--- src/rtl/seq_stim_gen.sv ---
// Serial stimulus generator: shifts a latched pattern out MSB-first on w_o for a set number of passes.
// Optional PRBS-7 source enabled by defining SEQ_STIM_PRBS_EN (adds prbs_sel_i).
module seq_stim_gen #(
    parameter int unsigned IDX_W = 4,
    parameter int unsigned REP_W = 4
) (
    input  logic                  clk_i,
    input  logic                  rst_ni,
    input  logic                  start_i,
    input  logic                  step_i,
    input  logic                  abort_i,
    input  logic [(2**IDX_W)-1:0] pattern_i,
    input  logic [IDX_W:0]        len_i,
    input  logic [REP_W-1:0]      repeat_i,
`ifdef SEQ_STIM_PRBS_EN
    input  logic                  prbs_sel_i,
`endif
    output logic                  w_o,
    output logic                  w_valid_o,
    output logic                  busy_o,
    output logic                  done_o,
    output logic [IDX_W-1:0]      bit_idx_o
);

    localparam int unsigned PatW = 2**IDX_W;

    typedef enum logic [1:0] {StIdle, StShift, StDone} state_e;

    state_e            state_q, state_d;
    logic [PatW-1:0]   pat_q, pat_d;
    logic [IDX_W-1:0]  last_q, last_d;
    logic [REP_W-1:0]  pass_q, pass_d;
    logic              cont_q, cont_d;
    logic [IDX_W-1:0]  idx_q, idx_d;
    logic              w_q, w_d;
    logic              w_valid_q, w_valid_d;
    logic              busy_q, busy_d;
    logic              done_q, done_d;
    logic [IDX_W-1:0]  len_last;
`ifdef SEQ_STIM_PRBS_EN
    logic              prbs_q, prbs_d;
    logic [6:0]        lfsr_q, lfsr_d;
`endif

    // Index of the first bit sent; out-of-range lengths fall back to the full pattern.
    always_comb begin
        len_last = IDX_W'(PatW - 1);
        if (len_i != '0 && len_i <= (IDX_W+1)'(PatW)) begin
            len_last = IDX_W'(len_i - (IDX_W+1)'(1));
        end
    end

    always_ff @(posedge clk_i or negedge rst_ni) begin
        if (!rst_ni) begin
            state_q <= StIdle;
        end else begin
            state_q <= state_d;
        end
    end

    always_comb begin
        state_d = state_q;
        pat_d   = pat_q;
        last_d  = last_q;
        pass_d  = pass_q;
        cont_d  = cont_q;
        idx_d   = idx_q;
`ifdef SEQ_STIM_PRBS_EN
        prbs_d  = prbs_q;
        lfsr_d  = lfsr_q;
`endif
        unique case (state_q)
            StIdle: begin
                if (start_i && !abort_i) begin
                    state_d = StShift;
                    pat_d   = pattern_i;
                    last_d  = len_last;
                    pass_d  = repeat_i;
                    cont_d  = (repeat_i == '0);
                    idx_d   = len_last;
`ifdef SEQ_STIM_PRBS_EN
                    prbs_d  = prbs_sel_i;
                    lfsr_d  = (pattern_i[6:0] == 7'd0) ? 7'h7F : pattern_i[6:0];
`endif
                end
            end
            StShift: begin
                if (abort_i) begin
                    state_d = StIdle;
                    idx_d   = '0;
                end else if (step_i) begin
`ifdef SEQ_STIM_PRBS_EN
                    lfsr_d = {lfsr_q[5:0], lfsr_q[6] ^ lfsr_q[5]};
`endif
                    if (idx_q != '0) begin
                        idx_d = idx_q - IDX_W'(1);
                    end else if (cont_q || pass_q > REP_W'(1)) begin
                        // Wrap straight into the next pass with no idle bit.
                        idx_d = last_q;
                        if (!cont_q) begin
                            pass_d = pass_q - REP_W'(1);
                        end
                    end else begin
                        state_d = StDone;
                    end
                end
            end
            StDone: begin
                state_d = StIdle;
            end
            default: begin
                state_d = StIdle;
            end
        endcase
    end

    // Outputs are computed from next state so that they can be registered without latency.
    always_comb begin
        busy_d    = (state_d != StIdle);
        w_valid_d = (state_d == StShift);
        done_d    = (state_d == StDone);
        w_d       = 1'b0;
        if (state_d == StShift) begin
`ifdef SEQ_STIM_PRBS_EN
            w_d = prbs_d ? lfsr_d[6] : pat_d[idx_d];
`else
            w_d = pat_d[idx_d];
`endif
        end
    end

    always_ff @(posedge clk_i or negedge rst_ni) begin
        if (!rst_ni) begin
            pat_q     <= '0;
            last_q    <= '0;
            pass_q    <= '0;
            cont_q    <= 1'b0;
            idx_q     <= '0;
            w_q       <= 1'b0;
            w_valid_q <= 1'b0;
            busy_q    <= 1'b0;
            done_q    <= 1'b0;
`ifdef SEQ_STIM_PRBS_EN
            prbs_q    <= 1'b0;
            lfsr_q    <= '0;
`endif
        end else begin
            pat_q     <= pat_d;
            last_q    <= last_d;
            pass_q    <= pass_d;
            cont_q    <= cont_d;
            idx_q     <= idx_d;
            w_q       <= w_d;
            w_valid_q <= w_valid_d;
            busy_q    <= busy_d;
            done_q    <= done_d;
`ifdef SEQ_STIM_PRBS_EN
            prbs_q    <= prbs_d;
            lfsr_q    <= lfsr_d;
`endif
        end
    end

    assign w_o       = w_q;
    assign w_valid_o = w_valid_q;
    assign busy_o    = busy_q;
    assign done_o    = done_q;
    assign bit_idx_o = idx_q;

endmodule

--- config.mk ---
export PLATFORM = sky130hd
export DESIGN_NAME = seq_stim_gen
export DESIGN_NICKNAME = d
export VERILOG_FILES = /design/src/rtl/seq_stim_gen.sv
export SDC_FILE = /design/constraint.sdc
export NUM_CORES = 1
export LEC_CHECK = 0
export ABC_CLOCK_PERIOD_IN_PS = 3710
export CORE_MARGIN = 1.5
export CORE_UTILIZATION = 37
export CTS_CLUSTER_DIAMETER = 60
export DETAILED_ROUTE_END_ITERATION = 8
export GPL_ROUTABILITY_DRIVEN = 0
export PLACE_DENSITY = 0.65
export SLEW_MARGIN = 30
export SYNTH_ARGS = -nofsm -noshare
export SYNTH_HDL_FRONTEND = slang
export SYNTH_SLANG_ARGS = --single-unit
--- constraint.sdc ---
create_clock -name clk_i -period 3.71 [get_ports clk_i]
set_clock_uncertainty 0.15 [all_clocks]
set_input_delay 0.5565 -clock clk_i [delete_from_list [all_inputs] [get_ports clk_i]]
set_output_delay 0.5565 -clock clk_i [all_outputs]
set_load 0.005 [all_outputs]
=== Yosys cells after proc, flatten, opt, wreduce, memory -nomap -nowiden ===
Cells that the tools add are included.

* Bits of input ports: 30
* Output and inout port bits: 8
* Flip-flop bits (word level): 35
* ROM bits: 0
* Bits in latches: 0
* Memory bits (writable): 0
* Logic and storage cells: 62
* Memories: 0

* Add/subtract/negate cells: 3
* Muxes and demuxes: 25
* Order comparisons: 3
* Div/mod/pow operators: 0
* Bitwise logic cells: 0
* Multiply operators: 0
* Eq/ne operators: 9
* Reductions and logical operators: 12
* Shifts and indexed selects: 0

{| class="wikitable"
|+ Operator list
! kind !! count
|-
| 2-to-1 mux 4 bit || 12
|-
| 2-to-1 mux 16 bit || 2
|-
| one-hot mux 4 bit (2 select lines) || 2
|-
| != test 2 bit (second input constant) || 6
|-
| subtractor 4 x 1 -> 4 bit (second input constant) || 3
|-
| 2-to-1 mux 2 bit || 5
|-
| AND reduction 7 bit || 1
|-
| less-or-equal comparator 5 bit (second input constant) || 1
|-
| < comparator 4 x 5 -> 1 bit (second input constant) || 1
|-
| nonzero test 5 bit || 1
|-
| binary-select mux 1 bit (select 4 bit) || 1
|-
| equality test 2 x 1 -> 1 bit (second input constant) || 2
|-
| greater-than comparator 4 x 1 -> 1 bit (second input constant) || 1
|-
| zero test 4 bit || 1
|-
| one-hot mux 2 bit (2 select lines) || 1
|-
| nonzero test 2 bit || 2
|-
| nonzero test 4 bit || 1
|-
| equality test 2 bit (second input constant) || 1
|-
| logical AND 1 bit || 2
|-
| zero test 2 bit || 1
|-
| 2-to-1 mux 1 bit || 2
|-
| AND reduction 2 bit || 1
|-
| zero test 1 bit || 1
|-
| logical OR 1 bit || 1
|}

=== Logic depth before layout (Yosys ltp) ===
* Depth in word-level cells: 10
* Gate-level depth with buffers: 11

=== Worst setup path before layout ===
OpenSTA, ideal clock, no wires.

* Kind: input port to flip-flop
* Start: input port len_i[0]
* End: register w_q (netlist: w_o)
* Slack: 0.898 ns
* Data required time: 3.424 ns
* Setup time: 0.136 ns
* Cell stages on the path: 9
* Arrival: 2.526 ns
* Cell sequence: inv_1 -> ha_1 -> nor3b_1 -> mux2i_1 -> a2bb2oi_1 -> o21ai_4 -> o2111a_1 -> a2111oi_0 -> nor4_1

* Longest elaborated chain between the ends: 8
* Elaborated cells on any way between the ends: 10
* Classes of those cells: add/sub: 1; order compare: 1; mux: 6; reduce/logical: 2

{| class="wikitable"
|+ RTL lines
! element !! line !! text
|-
| from (decl) || 13 || <nowiki>input logic [IDX_W:0] len_i,</nowiki>
|-
| less-or-equal comparator 5 bit / nonzero test 5 bit (equally long branches) || 48 || <nowiki>if (len_i != '0 && len_i <= (IDX_W+1)'(PatW)) begin</nowiki>
|-
| logical AND 1 bit || 48 ||
|-
| 2-to-1 mux 4 bit * || 48 ||
|-
| 2-to-1 mux 4 bit * || 74 || <nowiki>if (start_i && !abort_i) begin</nowiki>
|-
| one-hot mux 4 bit (2 select lines) * || 72 || <nowiki>unique case (state_q)</nowiki>
|-
| via idx_d[0] || 34 || <nowiki>logic [IDX_W-1:0] idx_q, idx_d;</nowiki>
|-
| binary-select mux 1 bit (select 4 bit) * || 127 || <nowiki>w_d = pat_d[idx_d];</nowiki>
|-
| 2-to-1 mux 1 bit (implied by the code) * || 127 ||
|-
| 2-to-1 mux 1 bit * || 123 || <nowiki>if (state_d == StShift) begin</nowiki>
|-
| via w_d || 35 || <nowiki>logic w_q, w_d;</nowiki>
|-
| to (signal assigned) || 153 || <nowiki>w_q <= w_d;</nowiki>
|-
| to (decl) || 35 ||
|}

The timed path passes the listed nets; every way through them passes the cells marked *. The select of a mux whose other input is x is not followed.
A chain may end at the register's enable or synchronous reset.

=== Worst setup path in the final report ===
* Start: input port len_i[1]
* End: register w_q (netlist: w_o)

* Longest elaborated chain between the ends: 8
* Elaborated cells on any way between the ends: 10
* Classes of those cells: add/sub: 1; order compare: 1; mux: 6; reduce/logical: 2

{| class="wikitable"
|+ RTL lines
! element !! line
|-
| less-or-equal comparator 5 bit / nonzero test 5 bit (equally long branches) || 48
|-
| logical AND 1 bit * || 48
|-
| 2-to-1 mux 4 bit * || 48
|-
| 2-to-1 mux 4 bit * || 74
|-
| one-hot mux 4 bit (2 select lines) * || 72
|-
| via idx_d[0] || 34
|-
| binary-select mux 1 bit (select 4 bit) * || 127
|-
| 2-to-1 mux 1 bit (implied by the code) * || 127
|-
| 2-to-1 mux 1 bit * || 123
|-
| via w_d || 35
|}

Marked as above.

==> flow_metrics.tcl <==
set metrics [dict create \
    drive_gt1_share_pct 14.1 \
    gr-usage-all-layers_pct 17.7 \
    final-instance-count-excl-fill 335 \
    ctsResizeCount 0 \
    remaining_drc_errors 0 \
    ctsHtreeMaxLevel 2 \
    yosys_register_bits 35 \
    routed_wl_mm 5.03 \
    globalRoute.totalOverflow 0 \
    reg2regPathDepth 9 \
    syn_area_per_cell_um2 9.31 \
    number_of_setup_buffers_added_after_cts 0 \
    route.detailed.wl_per_inst_um 15.0 \
    worstSetupEndpointType "flop" \
    cts-buffers-inserted 5 \
    largest_net_degree_at_the_start_of_global_routing 36 \
    grt_antenna_before_repair 0 \
    synth_seq_area_share_pct 42.4 \
    min_path_type "reg2reg" \
    timing_worst_slew_pin_value_ps 541 \
    pin_count 38 \
    design.die.area_um2 6040 \
    rows 27 \
    worst_setup_path_startpoint "len_i[1]" \
    worst_skew_pair.late_latency_ps 290 \
    flow.area_growth_from_synthesis_pct 27.2 \
    regToRegEndpoint "w_o$_DFF_PN0_" \
    crit_slowest_cell "sky130_fd_sc_hd__clkdlybuf4s50_1" \
    grt_first_pass_wirelength_mm 8.31 \
    numPortBuffers 37 \
    core_region_area_um2 5440 \
    crit_path_cell_trace "clkdlybuf4s50_1, inv_1, ha_1, nor3b_1, mux2i_1, a2bb2oi_1, o21ai_4, o2111a_1, a2111oi_0, nor4_1" \
    detail_route.iter0.violations 126 \
    layout.core_utilization_pct 48.3 \
    post_synth_main_area_contributors "sky130_fd_sc_hd__dfrtp_1 42%, sky130_fd_sc_hd__nand2_1 7.5%, sky130_fd_sc_hd__mux2_2 3.3%" \
    vias_per_cell 5.22 \
    synthFlopType "sky130_fd_sc_hd__dfrtp_1" \
    start_util_pct 38.0 \
    worst_hold_slack_ps 335 \
    setup_viol 0 \
    crit_required_ps 3720 \
    layout_min_cycle_time_ps 3280 \
    ir_drop_mv 0.218 \
    worstSetupPathType "in2reg" \
    ys.warnings.count 0 \
    crit_end "w_o$_DFF_PN0_" \
    num_vias 1750 \
    cts_tree "yes" \
    syn_area_um2 2070 \
    clock-root-buffer "sky130_fd_sc_hd__clkbuf_8" \
    run_status "finished clean" \
    antenna-diode-count 0 \
    netlist.top_cell.by_area "sky130_fd_sc_hd__dfrtp_1" \
    crit_cells 10 \
    synth_cells 222 \
    cp_top_family "compound AO/OA/AOI/OAI gates" \
    critical_path_buf_inv_count 2 \
    worstSetupStartpointType "primary input" \
    critPathArrivalTime_ps 3300 \
    critical_path_peak_fanout 10 \
    cellLeakagePower_nw 1.13 \
    cts.clk_slew.worst_paths_ps 70 \
    edff_count_synth 0 \
    die_y_um 77.7 \
    final.period_utilization_pct 88.5 \
    finalNetCount 297 \
    dr.pass1.iters 4 \
    max-cap-violations 0 \
    hold_viol_final 0 \
    fmax_mhz 304 \
    number_of_unique_standard_cell_types_used_by_synthesis 59 \
    power_density_nw_per_um2 499 \
    ctsLongestPathBuffers 2 \
    number_of_global_route_vias_before_repair 1673 \
    placed_cells 328 \
    antenna_left 0 \
    clock_sinks 35 \
    fp.dieW_um 77.7 \
    synth_largest_type_area_fraction_pct 42.4 \
    worst_path_largest_cell_delay_ps 450 \
    asyncSetResetFlopFracSynth_pct 100 \
    postSynthNetCount 256 \
    max_slew_margin_pct 63.6 \
    totalNegativeSetupSlack_ps 0 \
    cts_hold_buffers 0 \
    dp_wirelength_mm 3.66 \
    crit-reg2reg-launch "bit_idx_o[0]$_DFF_PN0_" \
    report.final.slew_viol_count 0 \
    grt_setup_unrepaired "no" \
    r2r_slack_ps 720 \
]
## worst min path at each step
stage / from / to / slack (ps) / depth (start not counted)
finish: pat_q[5]$_DFF_PN0_ / pat_q[5]$_DFF_PN0_ / 330 / 2
detailed placement: pat_q[13]$_DFF_PN0_ / pat_q[13]$_DFF_PN0_ / 320 / 2
global route: pat_q[0]$_DFF_PN0_ / pat_q[0]$_DFF_PN0_ / 370 / 2
floorplan: rst_ni / bit_idx_o[0]$_DFF_PN0_ / 110 / 0
CTS: pat_q[10]$_DFF_PN0_ / pat_q[10]$_DFF_PN0_ / 330 / 2
global placement: pat_q[1]$_DFF_PN0_ / pat_q[1]$_DFF_PN0_ / 310 / 2
## synthesized netlist by cell type, types with 2 or more instances
| master | n |
|---|---|
| sky130_fd_sc_hd__buf_2 | 4 |
| sky130_fd_sc_hd__a2bb2oi_1 | 2 |
| sky130_fd_sc_hd__or3_2 | 2 |
| sky130_fd_sc_hd__o21a_1 | 2 |
| sky130_fd_sc_hd__o221a_2 | 2 |
| sky130_fd_sc_hd__dfrtp_1 | 35 |
| sky130_fd_sc_hd__a211oi_1 | 5 |
| sky130_fd_sc_hd__o21ai_0 | 4 |
| sky130_fd_sc_hd__nand3b_1 | 2 |
| sky130_fd_sc_hd__a21oi_1 | 7 |
| sky130_fd_sc_hd__or3_1 | 2 |
| sky130_fd_sc_hd__or2b_1 | 2 |
| sky130_fd_sc_hd__nand2b_1 | 4 |
| sky130_fd_sc_hd__inv_1 | 13 |
| sky130_fd_sc_hd__o2111a_1 | 3 |
| sky130_fd_sc_hd__or2_2 | 2 |
| sky130_fd_sc_hd__nand2_1 | 41 |
| sky130_fd_sc_hd__nor2_1 | 17 |
| sky130_fd_sc_hd__nor3_1 | 9 |
| sky130_fd_sc_hd__buf_4 | 2 |
| sky130_fd_sc_hd__mux2i_1 | 3 |
| sky130_fd_sc_hd__ha_1 | 4 |
| sky130_fd_sc_hd__o21ba_2 | 3 |
| sky130_fd_sc_hd__nand3_1 | 5 |
| sky130_fd_sc_hd__and2b_2 | 2 |
| sky130_fd_sc_hd__a211o_1 | 3 |
| sky130_fd_sc_hd__nor3b_1 | 2 |
| sky130_fd_sc_hd__a2111oi_0 | 3 |
| sky130_fd_sc_hd__o211ai_1 | 2 |
| sky130_fd_sc_hd__mux2_2 | 6 |
## power breakdown
part / internal (mW) / total (mW) / switching [mW]
clock network: 0.197 / 0.337 / 0.140
logic: 0.223 / 0.450 / 0.227
registers: 0.462 / 0.526 / 0.0635
## cells in the final DEF (no fill, tap or decap), types with 3 or more instances in the layout
| cell | count |
|---|---|
| sky130_fd_sc_hd__a211oi_1 | 5 |
| sky130_fd_sc_hd__nand2_1 | 41 |
| sky130_fd_sc_hd__ha_1 | 4 |
| sky130_fd_sc_hd__a2111oi_0 | 3 |
| sky130_fd_sc_hd__inv_1 | 13 |
| sky130_fd_sc_hd__o21ba_2 | 3 |
| sky130_fd_sc_hd__dfrtp_1 | 35 |
| sky130_fd_sc_hd__nand2b_1 | 4 |
| sky130_fd_sc_hd__nor2_1 | 17 |
| sky130_fd_sc_hd__a211o_1 | 3 |
| sky130_fd_sc_hd__nor3_1 | 9 |
| sky130_fd_sc_hd__o2111a_1 | 3 |
| sky130_fd_sc_hd__clkdlybuf4s50_1 | 37 |
| sky130_fd_sc_hd__nand3_1 | 5 |
| sky130_fd_sc_hd__clkbuf_8 | 5 |
| sky130_fd_sc_hd__buf_4 | 6 |
| sky130_fd_sc_hd__a21oi_1 | 7 |
| sky130_fd_sc_hd__o21ai_0 | 4 |
| sky130_fd_sc_hd__mux2_2 | 6 |
| sky130_fd_sc_hd__mux2i_1 | 3 |
## layout make-up
cell class	count	area, um^2
fill	536	2810
clock inverter	1	30.0
tap	72	90.1
inverter	13	48.8
multi-input combinational	165	1090
sequential	35	876
clock buffer	6	72.6
timing repair buffer	43	415
## metal layers
| layer | vias to the layer above | part of all wire (%) | global-route usage [%] | routed length (um) |
|---|---|---|---|---|
| li1 | 879 | - | - | - |
| met1 | 832 | 51 | 26.0 | 2560 |
| met2 | 35 | 44 | 25.9 | 2240 |
| met3 | 4 | 4.2 | 3.88 | 212 |
| met4 | 0 | 0.46 | 4.91 | 23 |
| met5 | - | 0 | 0 | 0 |
## logic make-up (layout without fill, tap and decap cells)
kind of cell | after synthesis | in the layout | share of synthesized area (%)
AOI/OAI and AO/OA | 50 | 50 | 19.6
xor gates and xnor gates | 2 | 2 | 0.848
adders and majority gates | 4 | 4 | 2.42
buffers and inverters | 22 | 63 | 5.03
DFF | 35 | 35 | 42.4
muxes | 9 | 9 | 4.72
and+or+nand+nor | 100 | 100 | 25.0
## worst reg2reg max path, cell delays in order, from the launching register on
cell,delay [ps]
sky130_fd_sc_hd__dfrtp_1,480
sky130_fd_sc_hd__inv_1,100
sky130_fd_sc_hd__ha_1,250
sky130_fd_sc_hd__or3b_4,430
sky130_fd_sc_hd__a211o_1,260
sky130_fd_sc_hd__and3_4,200
sky130_fd_sc_hd__o21ai_4,260
sky130_fd_sc_hd__or2b_1,260
sky130_fd_sc_hd__a2111oi_0,390
sky130_fd_sc_hd__nor4_1,90
## sequential cells by signal (all words and copies together) (netlist names)
signal,count
pat_q,16
bit_idx_o,4
last_q,4
pass_q,4
state_q,2
busy_o,1
cont_q,1
done_o,1
w_o,1
w_valid_o,1
## per-stage QoR
stage	setup WS, ps	power (mW)	instance area (um^2)
global route	208	1.40	2630
global placement	265	0.972	2520
floorplan	898	0.821	2070
finish	426	1.31	2630
CTS	442	1.32	2630
detailed placement	146	0.979	2520
No activity file was read; power rests on OpenSTA's default activity.
